## src/rtl/commit_unit_if.sv

```systemverilog
// Data-memory store port of the commit unit.
// req rises with addr/wdata and all three hold until an edge that samples ack=1 (or the unit abandons the store).
interface commit_unit_if;
    logic        req;
    logic [9:0]  addr;
    logic [11:0] wdata;
    logic        ack;

    modport master (output req, output addr, output wdata, input ack);
    modport slave  (input req, input addr, input wdata, output ack);
endinterface

```

## src/rtl/commit_unit.sv

```systemverilog
// Commit stage: retires the EC pipeline entry (register writeback, data-memory stores, retired count).
// While a store is in flight, stall_EC holds the EC register.
module commit_unit #(
    parameter int ACK_TIMEOUT = 16,
    parameter int CNT_WIDTH   = 16
) (
    input  logic                 clk,
    input  logic                 rst_n,
    input  logic                 mem_store_EC,
    input  logic                 reg_write_en_EC,
    input  logic [3:0]           reg_write_addr_EC,
    input  logic [11:0]          execute_result_EC,
    input  logic [11:0]          store_data_EC,
    input  logic [11:0]          instruction_EC,
    output logic                 stall_EC,
    output logic                 rf_we,
    output logic [3:0]           rf_waddr,
    output logic [11:0]          rf_wdata,
    commit_unit_if.master        dmem,
    output logic                 store_err,
    output logic [CNT_WIDTH-1:0] retired_count,
    output logic [1:0]           state_dbg
);

    localparam logic [11:0] NOP_INSTR = 12'hB11;
    localparam int TW = (ACK_TIMEOUT > 1) ? $clog2(ACK_TIMEOUT) : 1;
    localparam logic [TW-1:0] TO_LAST = TW'(ACK_TIMEOUT - 1);

    typedef enum logic [1:0] {
        IDLE  = 2'd0,
        WAIT  = 2'd1,
        DRAIN = 2'd2
    } state_t;

    state_t                state, state_n;
    logic [TW-1:0]         tcnt, tcnt_n;
    logic                  req_n;
    logic [9:0]            addr_n;
    logic [11:0]           wdata_n;
    logic                  err_n;
    logic [CNT_WIDTH-1:0]  cnt_n;
    logic                  we_n;
    logic [3:0]            waddr_n;
    logic [11:0]           wd_n;

    assign state_dbg = state;

    always_comb begin
        state_n  = state;
        tcnt_n   = tcnt;
        req_n    = dmem.req;
        addr_n   = dmem.addr;
        wdata_n  = dmem.wdata;
        err_n    = store_err;
        cnt_n    = retired_count;
        we_n     = 1'b0;
        waddr_n  = rf_waddr;
        wd_n     = rf_wdata;
        stall_EC = 1'b0;
        case (state)
            IDLE: begin
                if (mem_store_EC) begin
                    stall_EC = 1'b1;
                    req_n    = 1'b1;
                    addr_n   = execute_result_EC[9:0];
                    wdata_n  = store_data_EC;
                    tcnt_n   = '0;
                    state_n  = WAIT;
                end else begin
                    we_n = reg_write_en_EC;
                    if (reg_write_en_EC) begin
                        waddr_n = reg_write_addr_EC;
                        wd_n    = execute_result_EC;
                    end
                    if (instruction_EC != NOP_INSTR)
                        cnt_n = retired_count + CNT_WIDTH'(1);
                end
            end
            WAIT: begin
                stall_EC = 1'b1;
                // An ack on the timeout edge still counts as success.
                if (dmem.ack) begin
                    req_n   = 1'b0;
                    state_n = DRAIN;
                end else if (tcnt == TO_LAST) begin
                    req_n   = 1'b0;
                    err_n   = 1'b1;
                    state_n = DRAIN;
                end else begin
                    tcnt_n = tcnt + TW'(1);
                end
            end
            DRAIN: begin
                // The store entry leaves EC here; mem_store_EC is deliberately not looked at.
                cnt_n = retired_count + CNT_WIDTH'(1);
                we_n  = reg_write_en_EC;
                if (reg_write_en_EC) begin
                    waddr_n = reg_write_addr_EC;
                    wd_n    = execute_result_EC;
                end
                state_n = IDLE;
            end
            default: state_n = IDLE;
        endcase
    end

    always_ff @(posedge clk or negedge rst_n) begin
        if (!rst_n) begin
            state         <= IDLE;
            tcnt          <= '0;
            dmem.req      <= 1'b0;
            dmem.addr     <= '0;
            dmem.wdata    <= '0;
            store_err     <= 1'b0;
            retired_count <= '0;
            rf_we         <= 1'b0;
            rf_waddr      <= '0;
            rf_wdata      <= '0;
        end else begin
            state         <= state_n;
            tcnt          <= tcnt_n;
            dmem.req      <= req_n;
            dmem.addr     <= addr_n;
            dmem.wdata    <= wdata_n;
            store_err     <= err_n;
            retired_count <= cnt_n;
            rf_we         <= we_n;
            rf_waddr      <= waddr_n;
            rf_wdata      <= wd_n;
        end
    end

endmodule

```

## src/flat_wrapper.sv

```systemverilog
// flat-port wrapper written by rule: the top's interface ports become plain ports
module commit_unit_flat 
#(
    parameter int ACK_TIMEOUT = 16,
    parameter int CNT_WIDTH   = 16
)
  (clk, rst_n, mem_store_EC, reg_write_en_EC, reg_write_addr_EC, execute_result_EC, store_data_EC, instruction_EC, stall_EC, rf_we, rf_waddr, rf_wdata, store_err, retired_count, state_dbg, dmem_req, dmem_addr, dmem_wdata, dmem_ack);
  commit_unit_if dmem_i ();
  input  logic clk;
  input  logic rst_n;
  input  logic mem_store_EC;
  input  logic reg_write_en_EC;
  input  logic [3:0] reg_write_addr_EC;
  input  logic [11:0] execute_result_EC;
  input  logic [11:0] store_data_EC;
  input  logic [11:0] instruction_EC;
  output logic stall_EC;
  output logic rf_we;
  output logic [3:0] rf_waddr;
  output logic [11:0] rf_wdata;
  output logic store_err;
  output logic [CNT_WIDTH-1:0] retired_count;
  output logic [1:0] state_dbg;
  output wire logic [$bits(dmem_i.req)-1:0] dmem_req;
  output wire logic [$bits(dmem_i.addr)-1:0] dmem_addr;
  output wire logic [$bits(dmem_i.wdata)-1:0] dmem_wdata;
  input wire logic [$bits(dmem_i.ack)-1:0] dmem_ack;
  assign dmem_req = dmem_i.req;
  assign dmem_addr = dmem_i.addr;
  assign dmem_wdata = dmem_i.wdata;
  assign dmem_i.ack = dmem_ack;
  commit_unit #(.ACK_TIMEOUT(ACK_TIMEOUT), .CNT_WIDTH(CNT_WIDTH)) u_core (.clk(clk), .rst_n(rst_n), .mem_store_EC(mem_store_EC), .reg_write_en_EC(reg_write_en_EC), .reg_write_addr_EC(reg_write_addr_EC), .execute_result_EC(execute_result_EC), .store_data_EC(store_data_EC), .instruction_EC(instruction_EC), .stall_EC(stall_EC), .rf_we(rf_we), .rf_waddr(rf_waddr), .rf_wdata(rf_wdata), .dmem(dmem_i), .store_err(store_err), .retired_count(retired_count), .state_dbg(state_dbg));
endmodule
```

## config.mk

```make
export PLATFORM = sky130hd
export DESIGN_NAME = commit_unit_flat
export DESIGN_NICKNAME = d
export VERILOG_FILES = /design/src/rtl/commit_unit_if.sv /design/src/rtl/commit_unit.sv /design/src/flat_wrapper.sv
export SDC_FILE = /design/constraint.sdc
export NUM_CORES = 1
export LEC_CHECK = 0
export ABC_CLOCK_PERIOD_IN_PS = 3250
export BUFFER_PORTS_ARGS = -buffer_cell sky130_fd_sc_hd__buf_2
export CORE_UTILIZATION = 51
export CTS_CLUSTER_SIZE = 16
export DETAILED_ROUTE_END_ITERATION = 7
export PLACE_DENSITY = 0.84
export SYNTH_ARGS = -nofsm -noshare
export SYNTH_HDL_FRONTEND = slang
export SYNTH_SLANG_ARGS = --single-unit
```

## constraint.sdc

```tcl
create_clock -name clk -period 3.25 [get_ports clk]
set_input_delay 0.325 -clock clk [delete_from_list [all_inputs] [get_ports clk]]
set_output_delay 0.325 -clock clk [all_outputs]
set_load 0.01 [all_outputs]
```

==> flow_summary.yaml <==
run_status:
  outcome: "finished clean"
sta:
  fin_worst_skew_ns: 0.00552
  setup_slack_ns: 1.26
  min_period_ns: 1.99
  worstMarginPinSlew_ns: 0.651
  timing.final.crit_share_pct: 61.1
  grt_setup_unrepaired: "false"
  hold_slack_ns: 0.0276
  timing.setup.tns_ns: 0
  fmax_ghz: 0.503
  finalHoldViolCount: 0
  slew_viol_final: 0
  slew_headroom_pct: 56.6
  setup_violations: 0
clock_tree:
  cts_tree: "done"
  clockBufferDepth: 2
  post_cts_buffers: 0
  postCtsHoldBufs: 0
  clk_pin_slew_worst_paths_ns: 0.07
  post_cts_resized: 0
  clockRootBuffer: "clkbuf_8"
  clock_sinks: 63
  htree_levels: 3
  cts_made_buffers: 9
  clk_latency_ns: 0.32
place:
  gp_congestion: 0.726
  dp_hpwl_um: 3760
  post_dp_cell_area_sq_um: 3160
  pre_cts_ws_ns: 1.14
  io_buffers: 104
  dp.cells: 355
global_route:
  grt_antenna_before_repair: 0
  track_usage_pct: 20.3
  grt_overflow: 0
  grt_pass1_vias: 1838
  grt_pass1_wl_um: 8040
  grt_max_degree: 35
die:
  ios: 105
  die-width_um: 73.0
  core-area_sq_um: 4790
  die_area_sq_um: 5330
  fp-row-count: 25
  start_util_pct: 53.7
  die_h_um: 73.0
worst_setup_path:
  end_kind: "register"
  cp_top_family: "simple AND/OR/NAND/NOR gates"
  arrival_ns: 2.20
  worstSetupPathType: "reg -> reg"
  critPathMaxStageDelay_ns: 0.50
  path_cells: "nor4b_2 -> nand4_1 -> nand2_1 -> mux2_2"
  slowest_stage: "nand4_1"
  crit_buf_inv: 0
  cp.required_ns: 3.46
  start_kind: "register"
  critPathMaxFanout: 15
synth:
  synth_compound_area_share_pct: 1.56
  synthFlopType: "dfrtp_1"
  ys_seq_area_share_pct: 61.3
  synth_top_family_by_area: "multiplexers"
  avgSynthCellArea_sq_um: 13.7
  synth_nets: 234
  yosysWarnings: 0
  yosysTopAreaCellShare_pct: 61.3
  yosys.area.top_type: "dfrtp_1"
  async_flop_share_pct: 100
  synthTopCellsByArea: "dfrtp_1 (61%), mux2_2 (9.6%), mux2_1 (7.4%)"
  netlist_area_sq_um: 2570
  synth.most_common_cell: "dfrtp_1"
  synth-seq-cells: 63
  synth_commonest_cells: "dfrtp_1 (63), mux2_2 (22), mux2_1 (17)"
  muxShareOfSynthArea_pct: 17.5
  synth-simple-area-share_pct: 11.9
  syn_inst: 187
  synth_edf_count: 0
  synth_xor_area_share_pct: 5.45
  synth_adder_area_share_pct: 0.974
  synth_cell_types: 33
final_layout:
  nets: 346
  fin_area_sq_um: 3340
  final_util_pct: 69.7
  final_cell_count_no_fill: 371
  num_antenna_cells: 0
  area_growth_pct: 29.8
  drive_above_1_share_pct: 49.7
detailed_routing:
  dr.pass1.iters: 4
  via_per_inst: 5.14
  drt_iter0_markers: 69
  wl_per_cell_um: 13.2
  finalWirelength_um: 4900
  vias: 1907
  drcViolationCount: 0
  ant_nets: 0
job:
  drv_cap: 0
worst_hold_path:
  holdCritPathClass: "in -> async"
power:
  power.leakage_nw: 1.63
  vdd_ir_drop_max_uv: 501
  power.total_mw: 2.62
  p_per_area_nw_per_um2: 786
-- final timing paths --
check	start	endpoint	slack, ns	cells past startpoint
max	u_core.state_dbg[1]	u_core.retired_count[1]	1.26	4
min	rst_n	u_core.retired_count[2]	0.03	1
max reg2reg	u_core.state_dbg[1]	u_core.retired_count[1]	1.26	4
min reg2reg	u_core.store_err	u_core.store_err	0.47	1
max in group asynchronous	rst_n	u_core.retired_count[4]	2.37	2
min in group clk	reg_write_addr_EC[1]	u_core.rf_waddr[1]	0.21	2
-- layer usage --
| layer | global-route usage, % | vias to the layer above | part of all wire, % |
|---|---|---|---|
| met5 | 0 | - | 0 |
| met4 | 10.2 | 0 | 1.2 |
| met3 | 5.66 | 6 | 5.4 |
| met2 | 33.2 | 72 | 51 |
| met1 | 24.5 | 941 | 42 |
| li1 | - | 888 | - |
-- flip-flops by register name, indices dropped and copies added, names as in the netlist --
| name | count |
|---|---|
| u_core.tcnt | 4 |
| u_core.state_dbg | 2 |
| u_core.rf_waddr | 4 |
| u_core.retired_count | 16 |
| u_core.dmem.req | 1 |
| u_core.rf_we | 1 |
| u_core.rf_wdata | 12 |
| u_core.dmem.addr | 10 |
| u_core.store_err | 1 |
| u_core.dmem.wdata | 12 |
-- cells in the final DEF, fill, tap and decap left out, types with 2 or more instances in the layout --
cell type | Yosys | final
buf_2 | 3 | 104
dfrtp_1 | 63 | 63
mux2_2 | 22 | 22
mux2_1 | 17 | 17
xnor2_1 | 15 | 15
nand3_1 | 12 | 12
nor2_1 | 10 | 10
clkbuf_8 | 0 | 10
nand4_1 | 8 | 8
nand2_1 | 7 | 7
clkinv_2 | 0 | 4
nor2b_2 | 1 | 2
nor3_2 | 2 | 2
nand2b_1 | 2 | 2
and3_1 | 2 | 2
a21oi_1 | 2 | 2
ha_1 | 2 | 2
buf_4 | 2 | 2
-- power by group --
group	switching, mW	leakage (nW)	internal (mW)
combinational	0.399	0.769	0.417
sequential	0.182	0.773	1.05
clock	0.280	0.0918	0.292
-- cell type report --
cell class                 instances  area [sq um]
clock buffer                      10           138
inverter                           1          3.75
tap                               67          83.8
clock inverter                     6          36.3
sequential                        63          1580
timing repair buffer             106           536
multi-input combinational        118           962
fill                             372          1450
-- kinds of logic (layout without fill, tap and decap cells) --
logic type      count (synthesis)  count (layout)
flops                          63              63
fa+ha+maj                       2               2
mux                            40              40
compound gates                  6               6
xor+xnor                       16              16
buf+inv                         6             123
simple gates                   54              54
Power figures use the tool's default switching activity.
